File: config.mk
export PLATFORM = sky130hd
export DESIGN_NAME = pulse_rate_sequencer
export DESIGN_NICKNAME = d
export VERILOG_FILES = /design/src/rtl/pulse_rate_sequencer.sv
export SDC_FILE = /design/constraint.sdc
export NUM_CORES = 1
export LEC_CHECK = 0
export ABC_AREA = 1
export ABC_CLOCK_PERIOD_IN_PS = 2400
export CAP_MARGIN = 20
export CORE_MARGIN = 1.5
export CORE_UTILIZATION = 40
export DETAILED_ROUTE_END_ITERATION = 7
export PLACE_DENSITY = 0.57
export SETUP_SLACK_MARGIN = 0.3
export SLEW_MARGIN = 5
export SYNTH_ARGS = -nofsm -noshare
export SYNTH_HDL_FRONTEND = slang
export SYNTH_SLANG_ARGS = --single-unit
export TNS_END_PERCENT = 10
File: constraint.sdc
create_clock -name clk -period 2.4 [get_ports clk]
set_input_delay 0.24 -clock clk [delete_from_list [all_inputs] [get_ports clk]]
set_output_delay 0.24 -clock clk [all_outputs]
set_load 0.03 [all_outputs]
File: src/rtl/pulse_rate_sequencer.sv
// pulse_rate_sequencer: divides clk into a blink/square wave at a slow or fast rate,
//   either fixed by sw or alternating in auto bursts separated by a pause.
// Latency: all outputs registered; the first toggle lands DIV cycles after run entry.
// Backpressure: none; start/stop are level inputs sampled every cycle, and stop wins.
// Optional feature macro: PRS_TICK_COUNT_EN adds the tick_count[15:0] output.
// Ports:
//   clk, reset (async, active-low)           - clock and reset
//   start, stop, auto_mode, sw               - board controls
//   clk_out, tick, burst_done                - divided wave, toggle strobe, burst strobe
//   busy, phase[1:0]                         - status: 0 IDLE, 1 SLOW, 2 FAST, 3 PAUSE
//   tick_count[15:0] (PRS_TICK_COUNT_EN only) - ticks since the last start from IDLE
module pulse_rate_sequencer #(
  parameter int CNT_W     = 28,
  parameter int SLOW_DIV  = 12_500_000,
  parameter int FAST_DIV  = 6_250_000,
  parameter int BURST_LEN = 8,
  parameter int PAUSE_CYC = 25_000_000
) (
  input  logic       clk,
  input  logic       reset,
  input  logic       start,
  input  logic       stop,
  input  logic       auto_mode,
  input  logic       sw,
  output logic       clk_out,
  output logic       tick,
  output logic       busy,
  output logic [1:0] phase,
  output logic       burst_done
`ifdef PRS_TICK_COUNT_EN
  ,
  output logic [15:0] tick_count
`endif
);

  // Elaboration-time parameter checks
  if (SLOW_DIV < 2) begin : g_err_slow_min
    $error("SLOW_DIV must be at least 2");
  end
  if (FAST_DIV < 2) begin : g_err_fast_min
    $error("FAST_DIV must be at least 2");
  end
  if (PAUSE_CYC < 1) begin : g_err_pause_min
    $error("PAUSE_CYC must be at least 1");
  end
  if (BURST_LEN < 1 || BURST_LEN > 255) begin : g_err_burst
    $error("BURST_LEN must be in 1..255");
  end
  if ((longint'(SLOW_DIV) - 1) >= (longint'(1) << CNT_W)) begin : g_err_slow_fit
    $error("SLOW_DIV-1 does not fit in CNT_W");
  end
  if ((longint'(FAST_DIV) - 1) >= (longint'(1) << CNT_W)) begin : g_err_fast_fit
    $error("FAST_DIV-1 does not fit in CNT_W");
  end
  if ((longint'(PAUSE_CYC) - 1) >= (longint'(1) << CNT_W)) begin : g_err_pause_fit
    $error("PAUSE_CYC-1 does not fit in CNT_W");
  end

  localparam int TOG_W = $clog2(2 * BURST_LEN + 1);

  localparam logic [CNT_W-1:0] SLOW_LAST  = CNT_W'(SLOW_DIV - 1);
  localparam logic [CNT_W-1:0] FAST_LAST  = CNT_W'(FAST_DIV - 1);
  localparam logic [CNT_W-1:0] PAUSE_LAST = CNT_W'(PAUSE_CYC - 1);
  localparam logic [TOG_W-1:0] TOG_END    = TOG_W'(2 * BURST_LEN);

  typedef enum logic [1:0] {
    ST_IDLE  = 2'd0,
    ST_SLOW  = 2'd1,
    ST_FAST  = 2'd2,
    ST_PAUSE = 2'd3
  } state_e;

  state_e             state_q, state_d;
  state_e             next_rate_q, next_rate_d;
  logic [CNT_W-1:0]   cnt_q, cnt_d;
  logic [TOG_W-1:0]   tog_q, tog_d;
  logic               clk_out_q, clk_out_d;
  logic               tick_q, tick_d;
  logic               burst_done_q, burst_done_d;

  // Shared event decode used by both the next-state and output processes
  logic               running;
  logic [CNT_W-1:0]   cur_last;
  logic               hit;
  logic [TOG_W-1:0]   tog_inc;
  logic               burst_end;
  logic               pause_end;
  logic               launch;
  state_e             fixed_rate;

  always_comb begin
    running    = (state_q == ST_SLOW) || (state_q == ST_FAST);
    cur_last   = (state_q == ST_SLOW) ? SLOW_LAST : FAST_LAST;
    hit        = running && !stop && (cnt_q == cur_last);
    // Saturate so a long fixed-mode run cannot wrap past the burst threshold;
    // switching to auto then closes the burst at the next toggle.
    tog_inc    = (tog_q >= TOG_END) ? TOG_END : tog_q + 1'b1;
    burst_end  = hit && auto_mode && (tog_inc >= TOG_END);
    pause_end  = (state_q == ST_PAUSE) && !stop && (cnt_q == PAUSE_LAST);
    launch     = (state_q == ST_IDLE) && start && !stop;
    fixed_rate = sw ? ST_SLOW : ST_FAST;
  end

  // State register
  always_ff @(posedge clk or negedge reset) begin
    if (!reset) begin
      state_q      <= ST_IDLE;
      next_rate_q  <= ST_SLOW;
      cnt_q        <= '0;
      tog_q        <= '0;
      clk_out_q    <= 1'b0;
      tick_q       <= 1'b0;
      burst_done_q <= 1'b0;
    end else begin
      state_q      <= state_d;
      next_rate_q  <= next_rate_d;
      cnt_q        <= cnt_d;
      tog_q        <= tog_d;
      clk_out_q    <= clk_out_d;
      tick_q       <= tick_d;
      burst_done_q <= burst_done_d;
    end
  end

  // Next-state logic
  always_comb begin
    state_d     = state_q;
    next_rate_d = next_rate_q;
    case (state_q)
      ST_IDLE: begin
        if (launch) state_d = auto_mode ? ST_SLOW : fixed_rate;
      end
      ST_SLOW, ST_FAST: begin
        if (stop) begin
          state_d = ST_IDLE;
        end else if (burst_end) begin
          state_d     = ST_PAUSE;
          next_rate_d = (state_q == ST_SLOW) ? ST_FAST : ST_SLOW;
        end else if (hit && !auto_mode) begin
          // Fixed mode: sw only takes effect on a toggle edge
          state_d = fixed_rate;
        end
      end
      ST_PAUSE: begin
        if (stop) begin
          state_d = ST_IDLE;
        end else if (pause_end) begin
          state_d = auto_mode ? next_rate_q : fixed_rate;
        end
      end
      default: state_d = ST_IDLE;
    endcase
  end

  // Output / datapath logic
  always_comb begin
    cnt_d        = cnt_q;
    tog_d        = tog_q;
    clk_out_d    = clk_out_q;
    tick_d       = 1'b0;
    burst_done_d = 1'b0;
    case (state_q)
      ST_IDLE: begin
        cnt_d     = '0;
        tog_d     = '0;
        clk_out_d = 1'b0;
      end
      ST_SLOW, ST_FAST: begin
        if (stop) begin
          cnt_d     = '0;
          tog_d     = '0;
          clk_out_d = 1'b0;
        end else if (hit) begin
          cnt_d     = '0;
          clk_out_d = ~clk_out_q;
          tick_d    = 1'b1;
          tog_d     = tog_inc;
          if (burst_end) begin
            burst_done_d = 1'b1;
            tog_d        = '0;
            clk_out_d    = 1'b0;
          end
        end else begin
          cnt_d = cnt_q + 1'b1;
        end
      end
      ST_PAUSE: begin
        clk_out_d = 1'b0;
        if (stop) begin
          cnt_d = '0;
          tog_d = '0;
        end else if (pause_end) begin
          cnt_d = '0;
        end else begin
          cnt_d = cnt_q + 1'b1;
        end
      end
      default: begin
        cnt_d     = '0;
        tog_d     = '0;
        clk_out_d = 1'b0;
      end
    endcase
  end

`ifdef PRS_TICK_COUNT_EN
  logic [15:0] tick_count_q, tick_count_d;

  // Cleared on each start from IDLE; holds through PAUSE and after stop
  always_comb begin
    tick_count_d = tick_count_q;
    if (launch) begin
      tick_count_d = '0;
    end else if (hit) begin
      tick_count_d = tick_count_q + 16'd1;
    end
  end

  always_ff @(posedge clk or negedge reset) begin
    if (!reset) tick_count_q <= '0;
    else        tick_count_q <= tick_count_d;
  end

  assign tick_count = tick_count_q;
`endif

  assign clk_out    = clk_out_q;
  assign tick       = tick_q;
  assign burst_done = burst_done_q;
  assign busy       = (state_q != ST_IDLE);
  assign phase      = state_q;

endmodule

* Word-level counts from Yosys, hierarchy flattened
Cells that the tools add are included.
Word-level totals: register bits 40, output and inout bits 6, word-level logic and storage cells 76
Cells by class: $add $sub $neg 2, magnitude comparators 2, eq/ne operators 10, muxes and demuxes 34, bitwise operators 2, reduce and logical (&&, ||, !) cells 19
Operator list (count):
- 2-to-1 mux 28 bit | 4
- one-hot mux 28 bit (3 select lines) | 1
- adder 28 x 1 -> 28 bit (second input constant) | 1
- == test 28 x 24 -> 1 bit | 1
- == test 28 x 25 -> 1 bit (second input constant) | 1
- 2-to-1 mux 5 bit | 5
- 2-to-1 mux 24 bit | 1
- 2-to-1 mux 2 bit | 10
- one-hot mux 5 bit (3 select lines) | 1
- >= comparator 5 bit (second input constant) | 2
- 2-to-1 mux 1 bit | 10
- logical AND 1 bit | 9
- inequality test 3 bit (second input constant) | 2
- one-hot mux 2 bit (3 select lines) | 1
- AND reduction 3 bit | 2
- adder 5 x 1 -> 5 bit (second input constant) | 1
- == test 2 bit (second input constant) | 2
- inequality test 2 bit (second input constant) | 2
- inequality test 4 bit (second input constant) | 1
- OR reduction 2 bit | 2
- == test 2 x 1 -> 1 bit (second input constant) | 1
- logical NOT 1 bit | 2
- logical NOT 2 bit | 1
- NOT 1 bit | 2
- 4 further kinds | 4

* Depth between registers and ports, before layout
depth in word-level cells 10, depth in mapped cells 14

* Least setup slack after synthesis
OpenSTA, ideal clock, no wires.
kind reg2reg, start point register state_q[1], in the netlist phase[1], end point register state_q[0], in the netlist phase[0], library setup time 0.065 ns, arrival time 1.905 ns, slack 0.429 ns, stages on the path, launching flop included 12, path buffers 1, period minus slack after synthesis 1.971 ns, cells stage by stage dfrtp_1 -> inv_1 -> ha_1 -> inv_1 -> nor2_1 -> inv_1 -> nor2_1 -> nand4_1 -> clkbuf_1 -> a21oi_1 -> o21ai_0 -> nand2_1
Between the ends: word-level cells in the longest chain between the ends 9, elaborated cells between the ends (all ways) 24, classes of those cells eq/ne: 7; mux: 4; reduce/logical: 13
Ends and longest elaborated chain:
- from (decl) | RTL line 73 | state_e state_q, state_d;
- from (signal assigned) | RTL line 115 | state_q <= state_d;
- == test 2 x 1 -> 1 bit / == test 2 bit (equally long branches) | RTL line 92, 93, 129
- 2-to-1 mux 24 bit / logical OR 1 bit (equally long branches) | RTL line 93, 92
- == test 28 x 24 -> 1 bit / logical AND 1 bit (equally long branches) | RTL line 94 | hit = running && !stop && (cnt_q == cur_last);
- logical AND 1 bit | RTL line 94
- logical AND 1 bit (2 in series) | RTL line 98 | burst_end = hit && auto_mode && (tog_inc >= TOG_END);
- 2-to-1 mux 2 bit | RTL line 136 | end else if (burst_end) begin
- 2-to-1 mux 2 bit | RTL line 134 | if (stop) begin
- one-hot mux 2 bit (3 select lines) | RTL line 129 | case (state_q)
Several ways; a longest one is shown, not always the timed one. A chain may end at the register's enable or synchronous reset.

* Final worst setup path
start point register state_q[1], in the netlist phase[1], end point output port busy
Between the ends: word-level cells in the longest chain between the ends 1
Ends and longest elaborated chain:
- nonzero test 2 bit | RTL line 230 | assign busy = (state_q != ST_IDLE);
- to (decl) | RTL line 27 | output logic busy,
Every way passes these cells.

==> flow_summary.json <==
{
  "drv_cap": 0,
  "yosys-top-cells-area": "sky130_fd_sc_hd__dfrtp_1 (39%), sky130_fd_sc_hd__nand2_1 (9.1%), sky130_fd_sc_hd__nor2_1 (8.1%)",
  "maxSlewHeadroom_pct": 39.96,
  "detailed_place_hpwl_um": 4286,
  "syn_inst": 323,
  "synth_top_cell_area_share_pct": 38.90,
  "start_util_pct": 41.88,
  "most-common-layout-cells": "sky130_fd_sc_hd__nand2_1 (61), sky130_fd_sc_hd__nor2_1 (53), sky130_fd_sc_hd__inv_1 (40), sky130_fd_sc_hd__dfrtp_1 (39), sky130_fd_sc_hd__xor2_1 (16)",
  "critPathLaunchType": "register",
  "design.die.area_um2": 6756,
  "detail_route.drc_violations": 0,
  "post_synth.cell_area_avg_um2": 7.767,
  "cts.htree.levels": 2,
  "setup_repair_after_global_routing_missed_its_margin": "true",
  "cell_chain_of_the_critical_path": "inv_1 > ha_1 > clkinv_1 > clkdlybuf4s50_1",
  "tritoncts": "yes",
  "critical-path-max-stage-delay_ns": 0.69,
  "ys_ff_latch": 40,
  "i_o_pin_total": 12,
  "hold_buffers": 0,
  "grt_start_max_net_pins": 41,
  "async_flop_share_pct": 100.0,
  "status": "complete, no violations",
  "total_leakage_power_nw": 1.210,
  "antenna_found_initial": 0,
  "cts_num_sinks": 40,
  "antenna_violation_net_count_after_detailed_routing": 0,
  "place.port_buffers": 11,
  "vias_per_cell": 5.048,
  "timing.final.max_slew_violations": 0,
  "wl_per_cell_um": 13.70,
  "post_synth_num_cell_types": 35,
  "worst_skew_pair.late_latency_ns": 0.29,
  "synth_top_area_cell": "sky130_fd_sc_hd__dfrtp_1",
  "timing.critical_path.to_type": "primary output",
  "die_w_um": 82.20,
  "tightest_slew_ns": 0.9005,
  "post_synth_instance_area_um2": 2509,
  "worst_path_max_delay_cell": "sky130_fd_sc_hd__clkdlybuf4s50_1",
  "setup_total_negative_slack_ns": 0,
  "synth-edff-count": 0,
  "route.vias.total": 2095,
  "path_class": "register to primary output",
  "first_pass_iters": 4,
  "total_power_mw": 1.941,
  "root_buffer_master": "sky130_fd_sc_hd__clkbuf_8",
  "worst_ir_drop_on_vdd_mv": 0.4431,
  "worstPathMaxFanout": 7,
  "core-area_um2": 5991,
  "fillerInstances": 582,
  "critPathRequiredTime_ns": 2.16,
  "synthesis.nets": 335,
  "ys.warnings.count": 0,
  "cts_made_buffers": 5,
  "min_path_type": "input port to asynchronous set/reset pin",
  "num_antenna_cells": 0,
  "fin_skew_ns": 0.008702,
  "drt_first_iter_violations": 105,
  "grt_usage_pct": 18.83,
  "finalSetupViolations": 0,
  "clkSlewWorstSetupHoldPaths_ns": 0.08,
  "synth_ff_type": "sky130_fd_sc_hd__dfrtp_1",
  "floorplan.die.height_um": 82.20,
  "fmax_mhz": 460.0,
  "nNetsFinal": 351,
  "place.gp.congestion": 0.9132,
  "layout-drive-gt1-share_pct": 11.76,
  "synth.yosys.seq_area_share_pct": 39.95,
  "globalRouteOverflowTotal": 0,
  "max-clock-path-buffers": 2,
  "drt-total-wl_um": 5684,
  "floorplan.rows": 28,
  "grt_pass1_vias": 2009,
  "grt_first_pass_wirelength_um": 9542,
  "area_grow_syn2layout_pct": 12.27,
  "layout.cells.most_common": "sky130_fd_sc_hd__nand2_1",
  "hold_viol": 0,
  "cp.arrival_ns": 1.93,
  "layout_worst_path_cycle_share_pct": 90.58,
  "power_per_standard_cell_area_nw_per_um2": 689.1,
  "fin_crit_ns": 2.174
}
-- final timing paths --
path | start | end | slack [ns] | cells past startpoint
setup / recovery | phase[1] | busy | 0.23 | 4
hold / removal | reset | cnt_q[3] | 0.08 | 1
setup reg to reg | cnt_q[0] | cnt_q[22] | 0.38 | 9
hold reg to reg | next_rate_q[0] | next_rate_q[0] | 0.50 | 2
max in group asynchronous | reset | phase[1] | 1.76 | 1
min in group clk | next_rate_q[0] | next_rate_q[0] | 0.50 | 2
-- sequential cells by signal, indices dropped and copies added (netlist names) --
register     count
cnt_q           28
tog_q            5
tick             1
phase            2
next_rate_q      2
burst_done       1
clk_out          1
-- timing repair --
item / in CTS / in global routing
setup endpoints to repair: 32 / 39
setup buffers: 1 / 0
hold endpoints to repair: 0 / 0
gates resized for setup: 0 / 3
-- where the power goes --
part           internal (mW)  switching, mW
clock network          0.309          0.234
logic                  0.202          0.445
registers              0.713         0.0387
-- critical path, delay by kind of cell, from the launching register on --
family / cells / cell delay [ns]
buffers and inverters: 3 / 1.07
adder cells (fa/ha/maj): 1 / 0.17
flip-flops: 1 / 0.41
-- routing by layer --
metal  GRT usage, %  vias up  wire (µm)
met2          27.89       35       2432
met3          3.736        9        230
met5              0        -          0
met1          27.25      972       2918
li1               -     1079          -
met4          6.271        0        103
-- cells by family (layout without fill, tap and decap cells) --
kind of cell    count (synthesis)  in the layout  share of synthesized area, %
compound gates                 26             26                         5.736
xor+xnor                       20             20                         6.982
fa+ha+maj                       6              6                         2.992
buf+inv                        49             66                         7.980
flops                          40             40                         39.95
simple gates                  182            182                         36.36
-- metrics by stage --
stage	util (%)	setup slack, ns	hold WS (ns)	std cells	area, µm²
2_1_floorplan	-	0.4293	-0.05559	323	2509
3_3_place_gp	44.86	0.3159	0.4291	406	2688
3_5_place_dp	44.86	0.2072	0.4347	406	2688
4_1_cts	46.78	0.2503	0.1089	415	2803
5_1_grt	47.01	0.1117	0.1568	415	2816
6_report	47.01	0.2261	0.07564	415	2816
-- cell type report --
class | count | area [µm²] | share of cell area (%)
multi-input cells | 234 | 1320 | 46.87
flip-flops and latches | 40 | 1002 | 35.58
inverters | 44 | 165.2 | 5.864
repair buffers | 14 | 127.6 | 4.531
well taps | 75 | 93.84 | 3.332
clock buffers | 6 | 72.57 | 2.577
clock inverters | 2 | 35.03 | 1.244
-- synth_stat cells, types with 2 or more instances --
cell type                  count
sky130_fd_sc_hd__nand4_1      13
sky130_fd_sc_hd__o21ai_0       9
sky130_fd_sc_hd__inv_1        40
sky130_fd_sc_hd__nand2_2       4
sky130_fd_sc_hd__buf_6         2
sky130_fd_sc_hd__xor2_1       16
sky130_fd_sc_hd__xnor2_1       4
sky130_fd_sc_hd__nor2_2        2
sky130_fd_sc_hd__nor3_1       13
sky130_fd_sc_hd__nor3_2        4
sky130_fd_sc_hd__dfrtp_1      39
sky130_fd_sc_hd__nor4_1        4
sky130_fd_sc_hd__ha_1          6
sky130_fd_sc_hd__nor2_1       54
sky130_fd_sc_hd__nand3_2       5
sky130_fd_sc_hd__nor3_4        2
sky130_fd_sc_hd__nand3_1      14
sky130_fd_sc_hd__nor2_4        2
sky130_fd_sc_hd__inv_2         3
sky130_fd_sc_hd__nand2_1      61
sky130_fd_sc_hd__a21oi_1      10
sky130_fd_sc_hd__clkbuf_1      2
sky130_fd_sc_hd__a31oi_1       2
(Power assumes the default switching activity.)
